### config.mk
export PLATFORM = sky130hd
export DESIGN_NAME = dsp_mac_pipe
export DESIGN_NICKNAME = d
export VERILOG_FILES = /design/src/rtl/dsp_pkg.sv /design/src/rtl/dsp_pipe_reg.sv /design/src/rtl/dsp_mac_pipe.sv
export SDC_FILE = /design/constraint.sdc
export NUM_CORES = 2
export LEC_CHECK = 0
export ABC_AREA = 0
export BUFFER_PORTS_ARGS = -buffer_cell sky130_fd_sc_hd__buf_2
export CORE_UTILIZATION = 44
export DETAILED_ROUTE_END_ITERATION = 10
export SLEW_MARGIN = 20
export SYNTH_ARGS = -nofsm -noshare
export SYNTH_HDL_FRONTEND = slang
export SYNTH_SLANG_ARGS = --single-unit
### constraint.sdc
create_clock -name clk -period 30.5 [get_ports clk]
set_clock_uncertainty 0.15 [all_clocks]
set_input_delay 1.525 -clock clk [delete_from_list [all_inputs] [get_ports clk]]
set_output_delay 1.525 -clock clk [all_outputs]
set_load 0.02 [all_outputs]
### src/rtl/dsp_pkg.sv
// dsp_pkg: OPMODE bit indices, X/Z mux encodings and saturation limit helper for dsp_mac_pipe
package dsp_pkg;
  localparam int OP_POST = 7;
  localparam int OP_PRE = 6;
  localparam int OP_CY = 5;
  localparam int OP_USEPRE = 4;
  localparam logic [1:0] X_ZERO = 2'b00;
  localparam logic [1:0] X_M = 2'b01;
  localparam logic [1:0] X_P = 2'b10;
  localparam logic [1:0] X_DAB = 2'b11;
  localparam logic [1:0] Z_ZERO = 2'b00;
  localparam logic [1:0] Z_PCIN = 2'b01;
  localparam logic [1:0] Z_P = 2'b10;
  localparam logic [1:0] Z_C = 2'b11;
  function automatic logic [63:0] sat_lim(input logic neg, input int unsigned w);
    logic [63:0] max;
    max = (64'd1 << (w - 1)) - 64'd1;
    return neg ? ~max : max;
  endfunction
endpackage

### src/rtl/dsp_pipe_reg.sv
// dsp_pipe_reg: W-bit pipeline stage (clk, rst async, ce hold, d -> q), EN=0 makes it a wire
module dsp_pipe_reg #(
  parameter int W = 1,
  parameter int EN = 1
) (
  input  logic         clk,
  input  logic         rst,
  input  logic         ce,
  input  logic [W-1:0] d,
  output logic [W-1:0] q
);
  if (EN != 0) begin : g_reg
    always_ff @(posedge clk or posedge rst)
      if (rst) q <= '0;
      else if (ce) q <= d;
  end else begin : g_byp
    assign q = d;
  end
endmodule

### src/rtl/dsp_mac_pipe.sv
// dsp_mac_pipe: pre-add, signed multiply, post-add MAC (A/B/D/C/PCIN/CARRYIN/OPMODE in; BCOUT/M/P/PCOUT/CARRYOUT/OVF/out_valid out)
module dsp_mac_pipe
  import dsp_pkg::*;
#(
  parameter int AW = 18,
  parameter int BW = 18,
  parameter int CW = 48,
  parameter int PW = 48,
  parameter int IREG = 1,
  parameter int MREG = 1,
  parameter int PREG = 1,
  parameter int CYSRC = 0,
  parameter int SAT_EN = 0
) (
  input  logic             clk,
  input  logic             RST,
  input  logic             CE,
  input  logic             in_valid,
  input  logic [AW-1:0]    A,
  input  logic [BW-1:0]    B,
  input  logic [BW-1:0]    D,
  input  logic [CW-1:0]    C,
  input  logic [PW-1:0]    PCIN,
  input  logic             CARRYIN,
  input  logic [7:0]       OPMODE,
  output logic [BW-1:0]    BCOUT,
  output logic [AW+BW-1:0] M,
  output logic [PW-1:0]    P,
  output logic [PW-1:0]    PCOUT,
  output logic             CARRYOUT,
  output logic             CARRYOUTF,
  output logic             OVF,
  output logic             out_valid
);
  localparam int S1W = AW + 2 * BW + CW + 9;
  localparam int S2W = 2 * AW + 3 * BW + CW + 7;
  logic [AW-1:0] a1, a2;
  logic [BW-1:0] b1, d1, b2, d2, pre, bm;
  logic [CW-1:0] c1, c2;
  logic [7:0] op1;
  logic ci1, ci2, post2, cy2, v1, v2, v3, cin, ovf, co, co3, ovf3;
  logic [1:0] xsel2, zsel2;
  logic [AW+BW-1:0] prod, m2;
  logic [PW-1:0] xv, zv, pn, p3;
  logic [PW+1:0] xs, zs, ss;
  dsp_pipe_reg #(.W(S1W), .EN(IREG)) u_s1 (
    .clk(clk), .rst(RST), .ce(CE),
    .d({A, B, D, C, OPMODE, CARRYIN}),
    .q({a1, b1, d1, c1, op1, ci1})
  );
  dsp_pipe_reg #(.W(1), .EN(IREG)) u_v1 (.clk(clk), .rst(RST), .ce(CE), .d(in_valid), .q(v1));
  dsp_pipe_reg #(.W(S2W), .EN(MREG)) u_s2 (
    .clk(clk), .rst(RST), .ce(CE),
    .d({prod, a1, b1, d1, c1, op1[OP_POST], op1[OP_CY], op1[3:0], ci1}),
    .q({m2, a2, b2, d2, c2, post2, cy2, zsel2, xsel2, ci2})
  );
  dsp_pipe_reg #(.W(1), .EN(MREG)) u_v2 (.clk(clk), .rst(RST), .ce(CE), .d(v1), .q(v2));
  dsp_pipe_reg #(.W(PW + 2), .EN(PREG)) u_s3 (
    .clk(clk), .rst(RST), .ce(CE),
    .d({co, ovf, pn}),
    .q({co3, ovf3, p3})
  );
  dsp_pipe_reg #(.W(1), .EN(PREG)) u_v3 (.clk(clk), .rst(RST), .ce(CE), .d(v2), .q(v3));
  always_comb begin
    pre = op1[OP_PRE] ? d1 - b1 : d1 + b1;
    bm = op1[OP_USEPRE] ? pre : b1;
    prod = $signed({{BW{a1[AW-1]}}, a1}) * $signed({{AW{bm[BW-1]}}, bm});
    xv = xsel2 == X_M ? PW'($signed(m2)) :
         xsel2 == X_P ? p3 :
         xsel2 == X_DAB ? PW'({d2, a2, b2}) : '0;
    zv = zsel2 == Z_PCIN ? PCIN :
         zsel2 == Z_P ? p3 :
         zsel2 == Z_C ? PW'($signed(c2)) : '0;
    cin = CYSRC != 0 ? cy2 : ci2;
    xs = {{2{xv[PW-1]}}, xv} + (PW + 2)'(cin);
    zs = {{2{zv[PW-1]}}, zv};
    ss = post2 ? zs - xs : zs + xs;
    ovf = ss[PW+1:PW-1] != 3'b000 && ss[PW+1:PW-1] != 3'b111;
    co = ss[PW] ^ zv[PW-1] ^ xv[PW-1];
    pn = (SAT_EN != 0 && ovf) ? PW'(sat_lim(ss[PW+1], PW)) : ss[PW-1:0];
  end
  assign BCOUT = bm;
  assign M = m2;
  assign P = p3;
  assign PCOUT = p3;
  assign CARRYOUT = co3;
  assign CARRYOUTF = co3;
  assign OVF = ovf3;
  assign out_valid = v3;
endmodule
==> qor.csv <==
stage,metric,value,unit
clock_tree,numCtsBuffers,39,
floorplan,core-area,73200,sq um
worst_setup_path,critical_path_arrival,10.99,ns
clock_tree,post_cts_buffers,0,
worst_setup_path,cp_slowest_cell,a21o_1,
detailed_routing,vias_per_cell,5.54,
worst_setup_path,critPathLaunch,u_s1.q[7],
sta,tns,0,ns
sta,rsz0062_at_grt,false,
worst_setup_path,endpoint_kind,flop,
clock_tree,cts_hold_buf,0,
sta,fin_crit_sh,0.352,
sta,worstMarginPinSlew,1.12,ns
synth,syn-cell-area,32700,sq um
sta,finalSetupViolCount,0,
layout,fill_cells,6929,
detailed_routing,drt.antenna.violating_nets,0,
layout,final_cell_mix,"inv_1, mux2_2, fa_1, buf_2, nand2_1",
floorplan,chipWidth,274,microns
clock_tree,clk_path_buf_depth,3,
synth,syn_area_per_cell,9.67,sq um
sta,slew_violations,0,
min_path,hold_path.class,flop to flop,
detailed_routing,detail_route.iter0.violations,1739,
placed_design,dp_hpwl,70.9,mm
worst_setup_path,r2r-start,u_s1.q[7],
synth,yosysSeqAreaShare,0.231,
floorplan,rows,99,
synth,synth.distinct_cells,83,
run,cap_violations,0,
worst_setup_path,cp_data_required_time,30.77,ns
synth,synthCells,3377,
synth,ys.flop_type,dfrtp_1,
synth,async_reset_ff_frac,1.00,
global_routing,grt_antenna_before_repair,13,
outcome,violations,DRC,
min_path,worstHoldStart,u_s1.q[22],
sta,fmax,0.0933,GHz
global_routing,grt_pass1_wl,149,mm
detailed_routing,totalWireLength,93.2,mm
clock_tree,htreeDepth,2,
outcome,run_status,"finished, violations left",
floorplan,die_area,75300,sq um
clock_tree,cts_resized,0,
synth,synth_edf_count,0,
layout,layout.cells.non_filler,4510,
sta,post-route-min-period,10.72,ns
global_routing,first_global_vias,25200,
layout,fin_nets,4175,
detailed_routing,wl_per_cell,20.7,microns
synth,synth_fp_nets,4034,
global_routing,gr-usage-all-layers,0.256,
layout,syn_to_final_growth,9.58,%
sta,slew_headroom,0.256,
detailed_routing,vias,25000,
global_routing,grt_max_degree,115,
sta,hold_viol,0,
clock_tree,cts_sinks,301,
placed_design,numPortBuffers,315,
clock_tree,clock_tree.root_cell,clkbuf_16,
clock_tree,clk_pin_slew,0.06,ns
layout,final_common_cell,inv_1,
floorplan,die_h,274,microns
placed_design,gp_congestion,0.913,
synth,ys_warn_count,0,
detailed_routing,drc,34,
clock_tree,cts_tree,yes,
worst_setup_path,path_class,flop to flop,
worst_setup_path,cp_slowest_stage_delay,0.87,ns
placed_design,dp.cells,4436,
clock_tree,clock_latency,0.58,ns
floorplan,initial_core_util,0.446,
global_routing,overflow,0,
worst_setup_path,setup.worst_path.start_class,flop,
floorplan,top_level_ports,317,
worst_setup_path,cp_max_fo,19,
layout,final_layout_size_suffix_gt1_frac,0.231,
synth,ys_ff_latch,301,
detailed_routing,first_pass_iters,8,
==> registers in the layout, summed over array words and instances (netlist names) <==
name,flops
u_s2.q,138
u_s1.q,110
u_s3.q,50
u_v1.q,1
u_v2.q,1
u_v3.q,1
==> layout make-up <==
cell class	count	area, sq um	area share
Tap cell	959	1200	0.0335
Inverter	442	1670	0.0466
Multi-Input combinational cell	2384	22200	0.620
Sequential cell	301	7540	0.211
Antenna cell	7	17.5	0.000489
Clock inverter	15	231	0.00647
Timing Repair Buffer	350	1850	0.0517
Clock buffer	52	1080	0.0303
==> through the flow <==
step | hold WS, ns | worst slack [ns] | utilization | cell area (sq um)
floorplan | 0.299 | 20.51 | - | 32700
global placement | 0.332 | 19.98 | 0.471 | 34500
detailed placement | 0.338 | 19.96 | 0.471 | 34500
CTS | 0.352 | 19.88 | 0.489 | 35800
global route | 0.363 | 19.14 | 0.489 | 35800
finish | 0.348 | 19.78 | 0.489 | 35800
==> cells by family after synthesis <==
group / share of synthesized area
AND/OR/NAND/NOR: 0.126
buffers and inverters: 0.0920
AO/OA/AOI/OAI: 0.114
adder cells (fa/ha/maj): 0.265
multiplexers: 0.125
flip-flops: 0.231
XOR/XNOR: 0.0472
==> synthesized netlist by cell type (13+ instances only) <==
master	number	area share
o21ai_0	65	0.010
a21oi_1	108	0.017
nor4_1	25	0.0048
dfrtp_1	301	0.23
inv_1	441	0.051
a31oi_1	38	0.0073
fa_1	331	0.20
o21bai_1	16	0.0037
or3_1	15	0.0029
a21boi_0	13	0.0030
mux2_2	355	0.12
ha_1	163	0.062
buf_1	17	0.0020
a21o_1	52	0.012
nand3_1	42	0.0064
clkbuf_1	126	0.014
a22oi_1	40	0.0092
nor3_1	50	0.0077
xnor2_1	127	0.034
nand4_1	23	0.0044
nor2_1	118	0.014
o21a_1	20	0.0046
o31ai_1	14	0.0032
buf_4	90	0.021
and2_1	126	0.024
xor2_1	49	0.013
a22o_1	65	0.017
a211oi_1	13	0.0030
and3_1	19	0.0036
nand2_1	309	0.036
nor2b_1	32	0.0061
==> worst max-delay path: cells and delay by family (launching register included) <==
| family | cells | cell delay (ns) |
|---|---|---|
| flops | 1 | 0.72 |
| simple gates | 3 | 0.46 |
| mux | 2 | 0.67 |
| compound gates | 17 | 4.65 |
| fa+ha+maj | 8 | 3.68 |
| buf+inv | 3 | 0.20 |
==> layer usage <==
layer | part of all wire | global-route usage | vias up
met4 | 0.027 | 0.0696 | 8
met3 | 0.072 | 0.0425 | 116
li1 | - | - | 11500
met1 | 0.46 | 0.373 | 12500
met5 | 0.00049 | 0 | -
met2 | 0.44 | 0.391 | 773
==> path summary, 6_finish.rpt <==
check / end / slack, ns / depth (start not counted)
worst max register to register: u_s2.q[143] / 19.78 / 33
worst min-delay path: u_s2.q[20] / 0.35 / 1
min in group asynchronous: u_s1.q[71] / 0.92 / 2
worst min register to register: u_s2.q[20] / 0.35 / 1
max in group asynchronous: u_s2.q[53] / 27.00 / 4
worst max-delay path: u_s2.q[143] / 19.78 / 33
Power is not shown: default switching activity piles up to over one toggle a cycle in this logic, so the estimate is an artifact.
